--- src/rtl/riscv_shift_pkg.sv ---
// ============================================================================
// riscv_shift_pkg : shared constants and state encoding for the shifters
// Revision: 1.0
// ============================================================================
`default_nettype none

package riscv_shift_pkg;

   localparam int XLEN_DEF = 64;
   localparam int SHAMT_W  = $clog2(XLEN_DEF);

   typedef enum logic [1:0] {
      IDLE  = 2'd0,
      SHIFT = 2'd1,
      DONE  = 2'd2
   } shift_state_t;

endpackage

`default_nettype wire

--- src/rtl/shift_left_step.sv ---
// ============================================================================
// shift_left_step : combinational left shift by 0..STEP bits, zero fill
// Revision: 1.0
// ============================================================================
`default_nettype none

module shift_left_step #(
   parameter int XLEN = 64,
   parameter int STEP = 8,
   parameter int KW   = $clog2(STEP + 1)
) (
   input  logic [XLEN-1:0] acc,
   input  logic [KW-1:0]   k,
   output logic [XLEN-1:0] result
);

   assign result = acc << k;

endmodule

`default_nettype wire

--- src/rtl/iterative_shift_left.sv ---
// ============================================================================
// iterative_shift_left : multi-cycle logical left shifter, STEP bits per cycle
// Optional SLLW support when SLL_WORD_EN is defined.
// Revision: 1.0
// ============================================================================
`default_nettype none

module iterative_shift_left
   import riscv_shift_pkg::*;
#(
   parameter int XLEN = XLEN_DEF,
   parameter int STEP = 8
) (
   input  logic                     clk,
   input  logic                     rst,
   input  logic                     flush,
   input  logic                     in_valid,
   output logic                     in_ready,
   input  logic [XLEN-1:0]          in_a,
   input  logic [$clog2(XLEN)-1:0]  in_shamt,
   input  logic                     in_word,
   output logic                     out_valid,
   input  logic                     out_ready,
   output logic [XLEN-1:0]          out_result
);

   localparam int SW = $clog2(XLEN);
   localparam int KW = $clog2(STEP + 1);

   shift_state_t    state, state_nxt;
   logic [XLEN-1:0] acc, acc_nxt, step_result, final_result;
   logic [SW-1:0]   rem, rem_nxt, shamt_eff, rem_after;
   logic [KW-1:0]   step_k;
   logic            word_q, word_nxt;

`ifdef SLL_WORD_EN
   // Word ops only look at the low 5 bits of the amount.
   assign shamt_eff    = in_word ? SW'(in_shamt[4:0]) : in_shamt;
   assign word_nxt     = (state == IDLE && in_valid) ? in_word : word_q;
   assign final_result = word_q ? {{(XLEN-32){acc[31]}}, acc[31:0]} : acc;
`else
   logic unused_word;
   assign unused_word  = in_word;
   assign shamt_eff    = in_shamt;
   assign word_nxt     = 1'b0;
   assign final_result = acc;
`endif

   assign step_k    = (32'(rem) < 32'(STEP)) ? KW'(rem) : KW'(STEP);
   assign rem_after = rem - SW'(step_k);

   shift_left_step #(
      .XLEN (XLEN),
      .STEP (STEP),
      .KW   (KW)
   ) u_step (
      .acc    (acc),
      .k      (step_k),
      .result (step_result)
   );

   always_ff @(posedge clk or posedge rst) begin
      if (rst) begin
         state  <= IDLE;
         acc    <= '0;
         rem    <= '0;
         word_q <= 1'b0;
      end else begin
         state  <= state_nxt;
         acc    <= acc_nxt;
         rem    <= rem_nxt;
         word_q <= word_nxt;
      end
   end

   always_comb begin
      state_nxt = state;
      acc_nxt   = acc;
      rem_nxt   = rem;
      case (state)
         IDLE: begin
            if (in_valid) begin
               acc_nxt   = in_a;
               rem_nxt   = shamt_eff;
               state_nxt = (shamt_eff == '0) ? DONE : SHIFT;
            end
         end
         SHIFT: begin
            acc_nxt = step_result;
            rem_nxt = rem_after;
            if (rem_after == '0) state_nxt = DONE;
         end
         DONE: begin
            if (out_ready) state_nxt = IDLE;
         end
         default: state_nxt = IDLE;
      endcase
      // A flush kills whatever the FSM would otherwise do this cycle.
      if (flush) state_nxt = IDLE;
   end

   assign in_ready   = (state == IDLE);
   assign out_valid  = (state == DONE);
   assign out_result = (state == DONE) ? final_result : '0;

endmodule

`default_nettype wire

--- config.mk ---
export PLATFORM = sky130hd
export DESIGN_NAME = iterative_shift_left
export DESIGN_NICKNAME = d
export VERILOG_FILES = /design/src/rtl/riscv_shift_pkg.sv /design/src/rtl/shift_left_step.sv /design/src/rtl/iterative_shift_left.sv
export SDC_FILE = /design/constraint.sdc
export NUM_CORES = 1
export LEC_CHECK = 0
export BUFFER_PORTS_ARGS = -buffer_cell sky130_fd_sc_hd__buf_2
export CAP_MARGIN = 20
export CELL_PAD_IN_SITES_DETAIL_PLACEMENT = 0
export CELL_PAD_IN_SITES_GLOBAL_PLACEMENT = 1
export CORE_UTILIZATION = 38
export CTS_BUF_LIST = sky130_fd_sc_hd__clkbuf_4 sky130_fd_sc_hd__clkbuf_8
export DETAILED_ROUTE_END_ITERATION = 10
export PLACE_DENSITY_LB_ADDON = 0.1
export RECOVER_POWER = 50
export SETUP_SLACK_MARGIN = 0.02
export SYNTH_ARGS = -nofsm -noshare
export SYNTH_HDL_FRONTEND = slang
export SYNTH_SLANG_ARGS = --single-unit
--- constraint.sdc ---
create_clock -name clk -period 2.2 [get_ports clk]
set_input_delay 0.33 -clock clk [delete_from_list [all_inputs] [get_ports clk]]
set_output_delay 0.33 -clock clk [all_outputs]
set_load 0.05 [all_outputs]
==> flow_summary.ini <==
[run_status]
status = complete, but fails checks
violations = capacitance limit, slew limit

[floorplan]
dieHeight_um = 136.2
pin_count = 142
start_util_pct = 39.18
die_area_mm2 = 0.01856
die_w_um = 136.2
row_count = 48
core-area_mm2 = 0.01748

[worst_setup_path]
cp-start-kind = flip-flop
worst_ep_arrival_time_ns = 2.44
r2r_slack_ns = 0.03
r2r_end = acc[56]$_DFFE_PP0P_
worstPathRequired_ns = 2.46
end_kind = flip-flop
path_class = flip-flop to flip-flop
r2r_cells = 9
cp_max_fo = 8
r2r_start = rem[3]$_DFFE_PP0P_

[synthesis]
yosys-top-cells-area = dfrtp_1 26%, mux2i_1 9.8%, a21oi_1 7.0%
synth-warning-count = 0
synth_area_mm2 = 0.006848
async_flop_share_pct = 100.0
yosys.cell_count.top_type = nand2_1
synth_cell_types = 64
synth_edf_count = 0
synth.yosys.seq_area_share_pct = 26.31
synthTopCellsByCount = 113 x nand2_1, 96 x a21oi_1, 72 x dfrtp_1, 67 x mux2i_1
synth_area_leader_cell = dfrtp_1
synth.avg_cell_area_um2 = 7.634
ys_seq_elements = 72
syn_inst = 897
synth_ff_type = dfrtp_1
synth_nets = 973
yosysTopAreaCellShare_pct = 26.31

[global_route]
grt_start_max_net_pins = 73
overflow = 0
grt_pass1_vias = 7499
grt_usage_pct = 32.25
grt_pass1_wl_um = 44820
antenna_found_initial = 0

[clock_network]
path_clk_slew_ns = 0.08
cts_max_path_buffers = 2
htree_levels = 3
cts_sinks = 72
cts_inserted_buffers = 9
insertion_delay_ns = 0.38
root_buffer = clkbuf_8
cts_tree = built

[cells_and_area]
multiInputGateArea_mm2 = 0.004802
finalInstanceArea_mm2 = 0.009311
area_growth_pct = 35.98
finalNetCount = 1146
drive_gt1_share_pct = 32.68
diodes = 0
fillers = 1755
seq_area_mm2 = 0.001803

[sta]
tns_ns = 0
hold_viol = 0
min_period_ns = 2.174
slew_viol_final = 73
fin_skew_ns = 0.01251
setup_viol = 0
max-slew-margin-rel_pct = -15.04
max_freq_mhz = 460.0
rsz0062_at_grt = yes
finalCritPeriodShare_pct = 98.82
worst_slew_pin_slew_ns = 1.726

[detailed_routing]
wl_met1_um = 12890
vias = 8114
firstDrtPassIters = 5
drc = 0
route.met3.wl_um = 2509
drt-wirelength-per-cell_um = 23.63
drt_iter0_markers = 718
met2WireLength_um = 14220
top_layer = met4
routed_via_density = 6.246
wl_um = 30700
drtAntennaViolNets = 0

[power_and_ir_drop]
p_seq_share_pct = 27.2
leakage_nw = 4.117
p_sw_share_pct = 50.22
p_per_area_mw_per_mm2 = 1184
power.switching_mw = 5.536
internal_power_mw = 5.487
finalPower_mw = 11.02
vdd_drop_max_mv = 0.5051
power_frac_clock_pct = 10.5
pwr-share-comb_pct = 62.2

[hold_path]
hold_path_end = state[1]$_DFFE_PP0P_
hp-class = input port to flip-flop
hp-start = flush
min_path_cells = 2

[place]
io_buffers = 140
place_area_mm2 = 0.008193
hpwl_um = 20250
gp_congestion = 0.9103

[flow_run]
max_cap_viol_count = 1
[timing repair]
item | 4_1_cts | 5_1_grt
resized for setup | 79 | 78
setup endpoints to repair | 81 | 104
pin swaps | 4 | 16
setup buffers | 6 | 18
cloned | 0 | 6
hold buffers | 0 | 0
[cells in the final DEF (no fill, tap or decap), types with 20 or more instances in the layout]
cell type / Yosys / layout
buf_6: 6 / 27
a21oi_1: 96 / 88
buf_2: 17 / 77
and2_1: 63 / 63
dfrtp_1: 72 / 71
a31oi_1: 23 / 21
a211oi_1: 27 / 20
nand2_1: 113 / 113
mux2i_1: 67 / 58
nand3_1: 36 / 36
buf_4: 11 / 134
nor2_1: 63 / 58
o21ai_0: 23 / 23
[per-stage QoR]
step	cells	setup WS [ns]	util (%)	hold slack, ns
2_1_floorplan	897	-0.1534	-	0.3958
3_3_place_gp	1254	-0.06572	46.88	0.4588
3_5_place_dp	1254	-0.08925	46.88	0.4581
4_1_cts	1275	0.02166	49.61	0.05135
5_1_grt	1299	-0.06694	53.28	0.1228
6_report	1299	0.02602	53.28	0.1235
[sequential cells by signal (all words and copies together) (netlist names)]
| signal | count |
|---|---|
| acc | 64 |
| rem | 6 |
| state | 2 |
[final cells by class]
type,instances,share of cell area [%]
Multi-Input combinational cell,708,51.57
Sequential cell,72,19.36
Clock buffer,12,1.774
Inverter,19,0.8062
Clock inverter,3,0.4300
Timing Repair Buffer,260,23.03
Tap cell,225,3.023
[worst max-delay path: stages (launching register included)]
cell	delay [ns]
dfrtp_1	0.40
buf_6	0.13
buf_4	0.14
nor4b_4	0.25
buf_4	0.18
buf_12	0.14
mux2i_4	0.25
mux2i_2	0.12
buf_4	0.14
a221o_1	0.30
[power by group through the flow]
stage / registers [mW] / clock network (mW) / logic [mW]
after floorplan: 2.34 / 0 / 4.29
final: 3.00 / 1.16 / 6.86
after detailed placement: 2.93 / 0 / 5.93
after global placement: 2.95 / 0 / 5.92
after global routing: 3.08 / 1.23 / 7.35
after CTS: 2.92 / 1.17 / 6.11
[worst max-delay path by stage]
| stage | cells after the start | end | startpoint |
|---|---|---|---|
| floorplan | 4 | out_result[0] | state[0]$_DFFE_PP0P_ |
| global placement | 7 | acc[62]$_DFFE_PP0P_ | rem[3]$_DFFE_PP0P_ |
| finish | 9 | acc[56]$_DFFE_PP0P_ | rem[3]$_DFFE_PP0P_ |
| detailed placement | 6 | acc[22]$_DFFE_PP0P_ | rem[3]$_DFFE_PP0P_ |
| CTS | 8 | acc[56]$_DFFE_PP0P_ | rem[4]$_DFFE_PP0P_ |
| global route | 9 | acc[56]$_DFFE_PP0P_ | rem[3]$_DFFE_PP0P_ |
[logic make-up after synthesis]
family	count (synthesis)	synth area share, %
buffers and inverters	117	7.984
flip-flops	72	26.31
multiplexers	74	11.11
AND/OR/NAND/NOR	315	22.13
AO/OA/AOI/OAI	319	32.47
[metal layers]
metal	global-route usage (%)	vias to the layer above
met5	0	-
met3	5.742	75
met4	12.84	0
met1	43.22	3933
met2	51.07	432
li1	-	3674
Power figures use the tool's default switching activity.
